## src/rtl/fifo_wr_arbiter_pkg.sv

```systemverilog
// ----------------------------------------------------------------------------
// fifo_arb_pkg: shared FSM state type and round-robin search helper | Rev 1.0
// ----------------------------------------------------------------------------
`default_nettype none

package fifo_arb_pkg;

  typedef enum logic {
    IDLE  = 1'b0,
    BURST = 1'b1
  } arb_state_t;

  localparam int MAX_NREQ = 16;

  typedef struct packed {
    logic       found;
    logic [3:0] idx;
  } rr_pick_t;

  // First set bit of req at or above ptr, wrapping to 0; only the low nreq bits count.
  function automatic rr_pick_t rr_pick(input logic [MAX_NREQ-1:0] req,
                                       input logic [3:0]          ptr,
                                       input int                  nreq);
    rr_pick_t r;
    int       j;
    r = '0;
    for (int k = 0; k < MAX_NREQ; k++) begin
      if (k < nreq) begin
        j = int'(ptr) + k;
        if (j >= nreq) j = j - nreq;
        if (!r.found && req[j[3:0]]) begin
          r.found = 1'b1;
          r.idx   = j[3:0];
        end
      end
    end
    return r;
  endfunction

endpackage

`default_nettype wire

```

## src/rtl/fifo_wr_arbiter_rr_picker.sv

```systemverilog
// ----------------------------------------------------------------------------
// rr_picker: combinational wrap-around priority search from ptr | Rev 1.0
// ----------------------------------------------------------------------------
`default_nettype none

module rr_picker
  import fifo_arb_pkg::*;
#(
  parameter int NREQ = 4
) (
  input  logic [NREQ-1:0]         req,
  input  logic [$clog2(NREQ)-1:0] ptr,
  output logic [$clog2(NREQ)-1:0] idx,
  output logic                    any
);

  localparam int PW = $clog2(NREQ);

  logic [MAX_NREQ-1:0] w_req_ext;
  logic [3:0]          w_ptr_ext;
  rr_pick_t            w_pick;

  always_comb begin
    w_req_ext           = '0;
    w_req_ext[NREQ-1:0] = req;
    w_ptr_ext           = '0;
    w_ptr_ext[PW-1:0]   = ptr;
    w_pick              = rr_pick(w_req_ext, w_ptr_ext, NREQ);
    idx                 = PW'(w_pick.idx);
    any                 = w_pick.found;
  end

endmodule

`default_nettype wire

```

## src/rtl/fifo_wr_arbiter.sv

```systemverilog
// ----------------------------------------------------------------------------
// fifo_wr_arbiter: round-robin, burst-locking arbiter for the FIFO write port | Rev 1.0
// ----------------------------------------------------------------------------
`default_nettype none

module fifo_wr_arbiter
  import fifo_arb_pkg::*;
#(
  parameter int WIDTH     = 8,
  parameter int NREQ      = 4,
  parameter int MAX_BURST = 16
) (
  input  logic                  w_clk,
  input  logic                  rst_n,
  input  logic [NREQ-1:0]       req_valid,
  input  logic [NREQ*WIDTH-1:0] req_data,
  input  logic [NREQ-1:0]       req_last,
  output logic [NREQ-1:0]       req_ready,
  input  logic                  full,
  output logic                  wr_rq,
  output logic [WIDTH-1:0]      wdata,
  output logic [NREQ-1:0]       grant,
  output logic                  forced_release
);

  localparam int              PW       = $clog2(NREQ);
  localparam int              CW       = $clog2(MAX_BURST + 1);
  localparam logic [CW-1:0]   LAST_CNT = CW'(MAX_BURST - 1);
  localparam logic [PW-1:0]   TOP_IDX  = PW'(NREQ - 1);

  arb_state_t      r_state, w_state_nxt;
  logic [PW-1:0]   r_rr_ptr, w_rr_ptr_nxt;
  logic [PW-1:0]   r_owner, w_owner_nxt;
  logic [CW-1:0]   r_beat_cnt, w_beat_cnt_nxt;
  logic [NREQ-1:0] r_grant, w_grant_nxt;
  logic            r_forced, w_forced_nxt;
  logic [PW-1:0]   w_pick_idx;
  logic            w_pick_any;
  logic            w_xfer;

  rr_picker #(
    .NREQ (NREQ)
  ) u_picker (
    .req (req_valid),
    .ptr (r_rr_ptr),
    .idx (w_pick_idx),
    .any (w_pick_any)
  );

  // Reset forces IDLE asynchronously, which gates every write-side output to 0.
  assign w_xfer    = (r_state == BURST) & req_valid[r_owner] & ~full;
  assign wr_rq     = w_xfer;
  assign req_ready = w_xfer ? (NREQ'(1) << r_owner) : '0;
  assign wdata     = w_xfer ? req_data[r_owner*WIDTH +: WIDTH] : '0;

  always_comb begin
    w_state_nxt    = r_state;
    w_rr_ptr_nxt   = r_rr_ptr;
    w_owner_nxt    = r_owner;
    w_beat_cnt_nxt = r_beat_cnt;
    w_grant_nxt    = r_grant;
    w_forced_nxt   = 1'b0;
    case (r_state)
      IDLE: begin
        w_grant_nxt = '0;
        if (w_pick_any) begin
          w_owner_nxt    = w_pick_idx;
          w_grant_nxt    = NREQ'(1) << w_pick_idx;
          w_beat_cnt_nxt = '0;
          w_state_nxt    = BURST;
        end
      end
      BURST: begin
        if (w_xfer) begin
          w_beat_cnt_nxt = r_beat_cnt + CW'(1);
          // The pointer moves only on release so every requester waits at most NREQ-1 bursts.
          if (req_last[r_owner] || (r_beat_cnt == LAST_CNT)) begin
            w_state_nxt  = IDLE;
            w_grant_nxt  = '0;
            w_rr_ptr_nxt = (r_owner == TOP_IDX) ? '0 : r_owner + PW'(1);
            w_forced_nxt = ~req_last[r_owner];
          end
        end
      end
      default: w_state_nxt = IDLE;
    endcase
  end

  always_ff @(posedge w_clk or negedge rst_n) begin
    if (!rst_n) begin
      r_state    <= IDLE;
      r_rr_ptr   <= '0;
      r_owner    <= '0;
      r_beat_cnt <= '0;
      r_grant    <= '0;
      r_forced   <= 1'b0;
    end else begin
      r_state    <= w_state_nxt;
      r_rr_ptr   <= w_rr_ptr_nxt;
      r_owner    <= w_owner_nxt;
      r_beat_cnt <= w_beat_cnt_nxt;
      r_grant    <= w_grant_nxt;
      r_forced   <= w_forced_nxt;
    end
  end

  assign grant          = r_grant;
  assign forced_release = r_forced;

endmodule

`default_nettype wire

```

## config.mk

```make
export PLATFORM = sky130hd
export DESIGN_NAME = fifo_wr_arbiter
export DESIGN_NICKNAME = d
export VERILOG_FILES = /design/src/rtl/fifo_wr_arbiter_pkg.sv /design/src/rtl/fifo_wr_arbiter_rr_picker.sv /design/src/rtl/fifo_wr_arbiter.sv
export SDC_FILE = /design/constraint.sdc
export NUM_CORES = 1
export LEC_CHECK = 0
export CORE_ASPECT_RATIO = 0.8
export CORE_MARGIN = 2
export CORE_UTILIZATION = 46
export DETAILED_ROUTE_END_ITERATION = 10
export GPL_TIMING_DRIVEN = 0
export PLACE_DENSITY = 0.86
export SKIP_CTS_REPAIR_TIMING = 1
export SYNTH_ARGS = -nofsm -noshare
export SYNTH_HDL_FRONTEND = slang
export SYNTH_HIERARCHICAL = 1
export SYNTH_SLANG_ARGS = --single-unit
export TNS_END_PERCENT = 50
```

## constraint.sdc

```tcl
create_clock -name w_clk -period 7.39 [get_ports w_clk]
set_input_delay 1.8475 -clock w_clk [delete_from_list [all_inputs] [get_ports w_clk]]
set_output_delay 1.8475 -clock w_clk [all_outputs]
set_load 0.01 [all_outputs]
```

==> results of run 1 <==
==> where the power goes <==
part	switching [mW]	leakage [nW]	internal (mW)
logic	0.217	0.660	0.228
clock network	0.0287	0.0228	0.0382
registers	0.0326	0.191	0.112
total	0.278	0.873	0.378
==> layer usage <==
layer	up-vias	wire length (um)	track usage (%)
li1	628	-	-
met1	674	1823	32.23
met2	39	2113	39.23
met3	0	148	4.468
met4	0	0	0
met5	-	0	0
==> synth_stat cells (all sizes together) <==
| cell | n | area, um2 |
|---|---|---|
| nand2 | 11 | 41.29 |
| a21oi | 4 | 23.77 |
| mux2 | 4 | 52.55 |
| clkinv | 1 | 8.760 |
| xor2 | 1 | 8.760 |
| mux2i | 3 | 30.03 |
| o21a | 1 | 7.510 |
| a31o | 2 | 17.52 |
| nand3b | 4 | 30.03 |
| a21o | 1 | 7.510 |
| buf | 5 | 31.28 |
| a221o | 1 | 10.01 |
| and2 | 12 | 75.07 |
| mux4 | 11 | 251.5 |
| and3 | 2 | 12.51 |
| or3b | 1 | 8.760 |
| nor2 | 3 | 11.26 |
| a21boi | 3 | 26.27 |
| nand2b | 3 | 18.77 |
| clkbuf | 2 | 7.510 |
| and2b | 1 | 7.510 |
| dfrtp | 15 | 375.4 |
| a211oi | 1 | 7.510 |
| ha | 10 | 125.1 |
| o22a | 1 | 17.52 |
| a32oi | 1 | 8.760 |
| inv | 8 | 30.03 |
| nand3 | 8 | 40.04 |
| a32o | 2 | 20.02 |
| o311ai | 2 | 35.04 |
| nor3 | 1 | 5.000 |
| o21ai | 10 | 50.04 |
==> metrics by stage <==
| stage | cells | setup WS (ns) |
|---|---|---|
| 5_1_grt | 237 | 1.508 |
| 6_report | 237 | 1.635 |
| 4_1_cts | 237 | 1.647 |
| 3_3_place_gp | 233 | 1.688 |
| 3_5_place_dp | 233 | 1.654 |
| 2_1_floorplan | 135 | 2.692 |
==> registers in the layout, summed over array words and instances (netlist names) <==
signal,count
r_state,1
r_owner,2
r_rr_ptr,2
forced_release,1
grant,4
r_beat_cnt,5
==> worst max-delay path: stages <==
cell and delay (ns):
clkdlybuf4s50_1 0.61, mux2i_1 0.13, o22a_4 0.30, clkinv_4 0.10, buf_2 0.20, and2_1 0.14
clkdlybuf4s50_1 0.56
==> cells by family (layout without fill, tap and decap cells) <==
kind of cell	count (synthesis)	count (layout)	synth area share, %
AO/OA/AOI/OAI	29	29	16.50
XOR/XNOR	1	1	0.6246
adder cells (fa/ha/maj)	10	10	8.921
buffers and inverters	16	80	5.531
flip-flops	15	15	26.76
multiplexers	18	18	23.82
AND/OR/NAND/NOR	46	46	17.84
==> worst max-delay path by stage <==
| stage | slack [ns] | to | from | cells after the start |
|---|---|---|---|---|
| after CTS | 1.65 | wdata[4] | req_valid[2] | 7 |
| after global placement | 1.69 | wdata[6] | req_valid[2] | 7 |
| after global routing | 1.51 | wdata[1] | req_valid[2] | 7 |
| final | 1.63 | wdata[1] | req_valid[2] | 7 |
| after floorplan | 2.69 | wdata[0] | full | 5 |
| after detailed placement | 1.65 | wdata[4] | req_valid[2] | 7 |
==> area by class of cell <==
| type | count | area share, % |
|---|---|---|
| Multi-Input combinational cell | 104 | 45.31 |
| Timing Repair Buffer | 60 | 28.66 |
| Sequential cell | 15 | 17.91 |
| Tap cell | 38 | 2.269 |
| Clock buffer | 4 | 2.149 |
| Buffer | 7 | 1.851 |
| Inverter | 9 | 1.851 |
==> run_results.csv, run 1 <==
group,metric,value,unit
yosys,synth_seq_cells,15,
timing,final.setup.tns,0,ns
timing,fmax,173.8,MHz
finish,n_fill_cell,190,
floorplanning,ios,61,
finish,seqCellArea,375.4,um2
yosys,synthDistinctLibCells,40,
worst_setup_path,worst_setup_path_end_kind,"output pin",
global_route,antenna_found_initial,0,
floorplanning,die_h,53.39,um
timing,fin_crit,5.755,ns
worst_setup_path,r2r_cells,11,
clock_network,root_buffer,"clkbuf_8",
placed_design,hpwl,3354,um
yosys,yosys_warnings,6,
power,leakage,0.8729,nW
worst_setup_path,crit_required,5.54,ns
timing,fin_crit_sh,77.88,%
clock_network,cts.sink_count,15,
placed_design,post_dp_cell_area,0.002051,mm2
drt,wirelength,4085,um
global_route,overflow,0,
global_route,grt_pass1_vias,1261,
power,powerDensity,312.9,mW/mm2
timing,setup_viol,0,
clock_network,htreeDepth,1,
worst_setup_path,crit_fanout,10,
finish,mostFrequentLayoutCell,"clkdlybuf4s50_1",
timing,worst_slew_pin_slew,0.6882,ns
finish,num_antenna_cells,0,
finish,fin_area,0.002096,mm2
global_route,grt_usage,22.99,%
yosys,syn_area_per_cell,10.39,um2
worst_setup_path,path_class,"input port to output pin",
timing,hold_viol,0,
floorplanning,dieArea,0.003510,mm2
finish,finish.utilization,74.08,%
hold_path,whs_endpoint,"r_beat_cnt[4]",
floorplanning,die_x,65.74,um
hold_path,holdPathStages,2,
clock_network,cts_tree,"built",
drt,viasPerCell,5.658,
floorplanning,initial_core_util,49.58,%
yosys,yosysSeqAreaShare,26.76,%
drt,drtIter0Drc,74,
placed_design,routabilityCongestion,0.9231,
floorplanning,core,0.002829,mm2
timing,rsz0062_at_grt,"false",
timing,slew_violations,0,
finish,final_layout_size_suffix_gt1_share,14.07,%
worst_setup_path,crit_arrival,3.91,ns
power,p_total,0.6557,mW
outcome,status,"finished, final reports clean",
clock_network,clkSlewWorstSetupHoldPaths,0.06,ns
worst_setup_path,r2r-start,"r_rr_ptr[0]",
clock_network,clock_path_buffers,2,
finish,layout_common_cells,"60 x clkdlybuf4s50_1, 15 x dfrtp_1, 12 x and2_1",
finish,area_delta_synth_final,49.42,%
finish,nets,253,
worst_setup_path,cp-start-kind,"input port",
yosys,synth_cells,135,
placed_design,io_buffers,60,
drt,vias,1341,
worst_setup_path,r2r_slack,4.58,ns
yosys,synthesis.nets,188,
clock_network,numCtsBuffers,3,
global_route,grt_first_pass_wirelength,6065,um
drt,drc_errors,0,
drt,first_pass_iters,4,
job,max_cap_viol_count,0,
floorplanning,row_count,17,
power,peakVddDrop,0.1523,mV
drt,antenna_left,0,
drt,routedWlPerCell,17.24,um
timing,clock_skew,0.001409,ns
hold_path,hp-class,"register to register",
yosys,synth_area,0.001403,mm2
timing,maxSlewHeadroom,53.98,%
clock_network,clock_latency,0.25,ns
global_route,grt_max_degree,16,
timing,hold_slack,0.5076,ns
finish,multi_input_area,949.7,um2
worst_setup_path,r2r-end,"grant[3]",
hold_path,holdCritStartpoint,"r_beat_cnt[4]",
(Power assumes the default switching activity.)
==> run 2: changes to the inputs <==
- CORE_UTILIZATION: 46 -> 38
- PLACE_DENSITY: 0.86 -> 0.76
- clock period: 7.39 -> 4.85 ns (I/O delays scaled with it)
==> run_results.csv, run 2 (synthesis results as in run 1) <==
group,metric,value,unit
outcome,status,"finished, final reports clean",
worst_setup_path,crit_required,3.64,ns
floorplanning,die_h,58.34,um
clock_network,cts.sink_count,15,
clock_network,clock_latency,0.25,ns
global_route,antenna_found_initial,0,
finish,area_delta_synth_final,49.87,%
clock_network,clock_path_buffers,2,
timing,rsz0062_at_grt,"false",
global_route,overflow,0,
global_route,grt_max_degree,16,
drt,viasPerCell,5.444,
timing,fmax,220.1,MHz
finish,nets,253,
placed_design,io_buffers,60,
timing,fin_ws,0.3063,ns
finish,largest_reg_flops,5,
timing,slew_violations,0,
timing,hold_slack,0.5185,ns
worst_setup_path,worst_setup_path_end_kind,"output pin",
clock_network,numCtsBuffers,3,
global_route,grt_pass1_vias,1328,
finish,n_fill_cell,299,
floorplanning,core,0.003495,mm2
timing,final.setup.tns,0,ns
timing,clock_skew,0.0008538,ns
timing,setup_viol,0,
worst_setup_path,path_class,"input port to output pin",
floorplanning,ios,61,
finish,num_antenna_cells,0,
placed_design,routabilityCongestion,0.8457,
worst_setup_path,cp-start-kind,"input port",
floorplanning,die_x,71.93,um
global_route,grt_usage,19.72,%
hold_path,hp-class,"register to register",
clock_network,cts_tree,"built",
clock_network,htreeDepth,1,
power,powerDensity,469.9,mW/mm2
clock_network,clkSlewWorstSetupHoldPaths,0.06,ns
drt,vias,1312,
drt,first_pass_iters,4,
worst_setup_path,crit_fanout,10,
placed_design,hpwl,3243,um
power,leakage,0.8756,nW
drt,wirelength,3998,um
timing,maxSlewHeadroom,54.73,%
finish,final_layout_size_suffix_gt1_share,14.57,%
placed_design,dp_slack,0.3374,ns
timing,hold_viol,0,
timing,fin_crit_sh,93.68,%
drt,antenna_left,0,
finish,layout_common_cells,"60 x clkdlybuf4s50_1, 15 x dfrtp_1, 12 x and2_1",
global_route,grt_first_pass_wirelength,6423,um
drt,drc_errors,0,
timing,fin_crit,4.544,ns
worst_setup_path,crit_arrival,3.33,ns
timing,worst_slew_pin_slew,0.6769,ns
clock_network,root_buffer,"clkbuf_8",
floorplanning,initial_core_util,40.14,%
power,peakVddDrop,0.1826,mV
drt,drtIter0Drc,65,
drt,routedWlPerCell,16.59,um
floorplanning,dieArea,0.004196,mm2
job,max_cap_viol_count,0,
floorplanning,row_count,19,
finish,mostFrequentLayoutCell,"clkdlybuf4s50_1",
finish,top_register,"r_beat_cnt",
## run 2: cell types whose count changed in the layout (fill, tap and decap cells not counted)
cell,previous run,this run
clkbuf_1,3,2
clkinv_2,0,1
## run 2: area by class of cell
cell class / count / area [um2] / share of cell area [%]
timing repair buffer: 60 / 600.6 / 28.57
clock inverter: 1 / 5.005 / 0.2381
multi-input combinational: 104 / 949.7 / 45.18
tap: 42 / 52.55 / 2.500
clock buffer: 3 / 41.29 / 1.964
inverter: 9 / 38.79 / 1.845
sequential: 15 / 375.4 / 17.86
buffer: 7 / 38.79 / 1.845
## run 2: layer usage
| layer | GRT usage, % | vias to the layer above | share of wire, % |
|---|---|---|---|
| met4 | 2.695 | 0 | 1.0 |
| met3 | 4.281 | 4 | 4.3 |
| met5 | 0 | - | 0 |
| met1 | 27.84 | 645 | 45 |
| met2 | 32.28 | 34 | 50 |
| li1 | - | 629 | - |
## run 2: worst paths after layout
| path | startpoint | endpoint | slack, ns | cells after the start |
|---|---|---|---|---|
| setup / recovery | req_valid[2] | wdata[5] | 0.31 | 7 |
| hold / removal | r_beat_cnt[4] | r_beat_cnt[4] | 0.52 | 2 |
| setup reg to reg | r_rr_ptr[0] | grant[1] | 2.12 | 11 |
| hold reg to reg | r_beat_cnt[4] | r_beat_cnt[4] | 0.52 | 2 |
| max in group asynchronous | rst_n | r_owner[1] | 3.04 | 1 |
| min in group asynchronous | rst_n | r_beat_cnt[4] | 1.37 | 1 |
## run 2: power breakdown
part / switching (mW) / internal, mW
combinational: 0.321 / 0.346
sequential: 0.0475 / 0.171
clock: 0.0455 / 0.0569
## run 2: worst max-delay path: stages
cell and delay (ns):
clkdlybuf4s50_1 0.61, mux2i_1 0.14, o22a_4 0.31, clkinv_4 0.10
buf_2 0.20, and2_1 0.18, clkdlybuf4s50_1 0.57
## run 2: metrics by stage
step | power (mW) | util (%) | area, um2 | std cells
final | 0.9878 | 60.15 | 2102 | 241
after global routing | 1.071 | 60.15 | 2102 | 241
after CTS | 0.9883 | 60.15 | 2102 | 241
after detailed placement | 0.8808 | 58.83 | 2056 | 237
after global placement | 0.8520 | 58.83 | 2056 | 237
after floorplan | 0.6680 | - | 1403 | 135
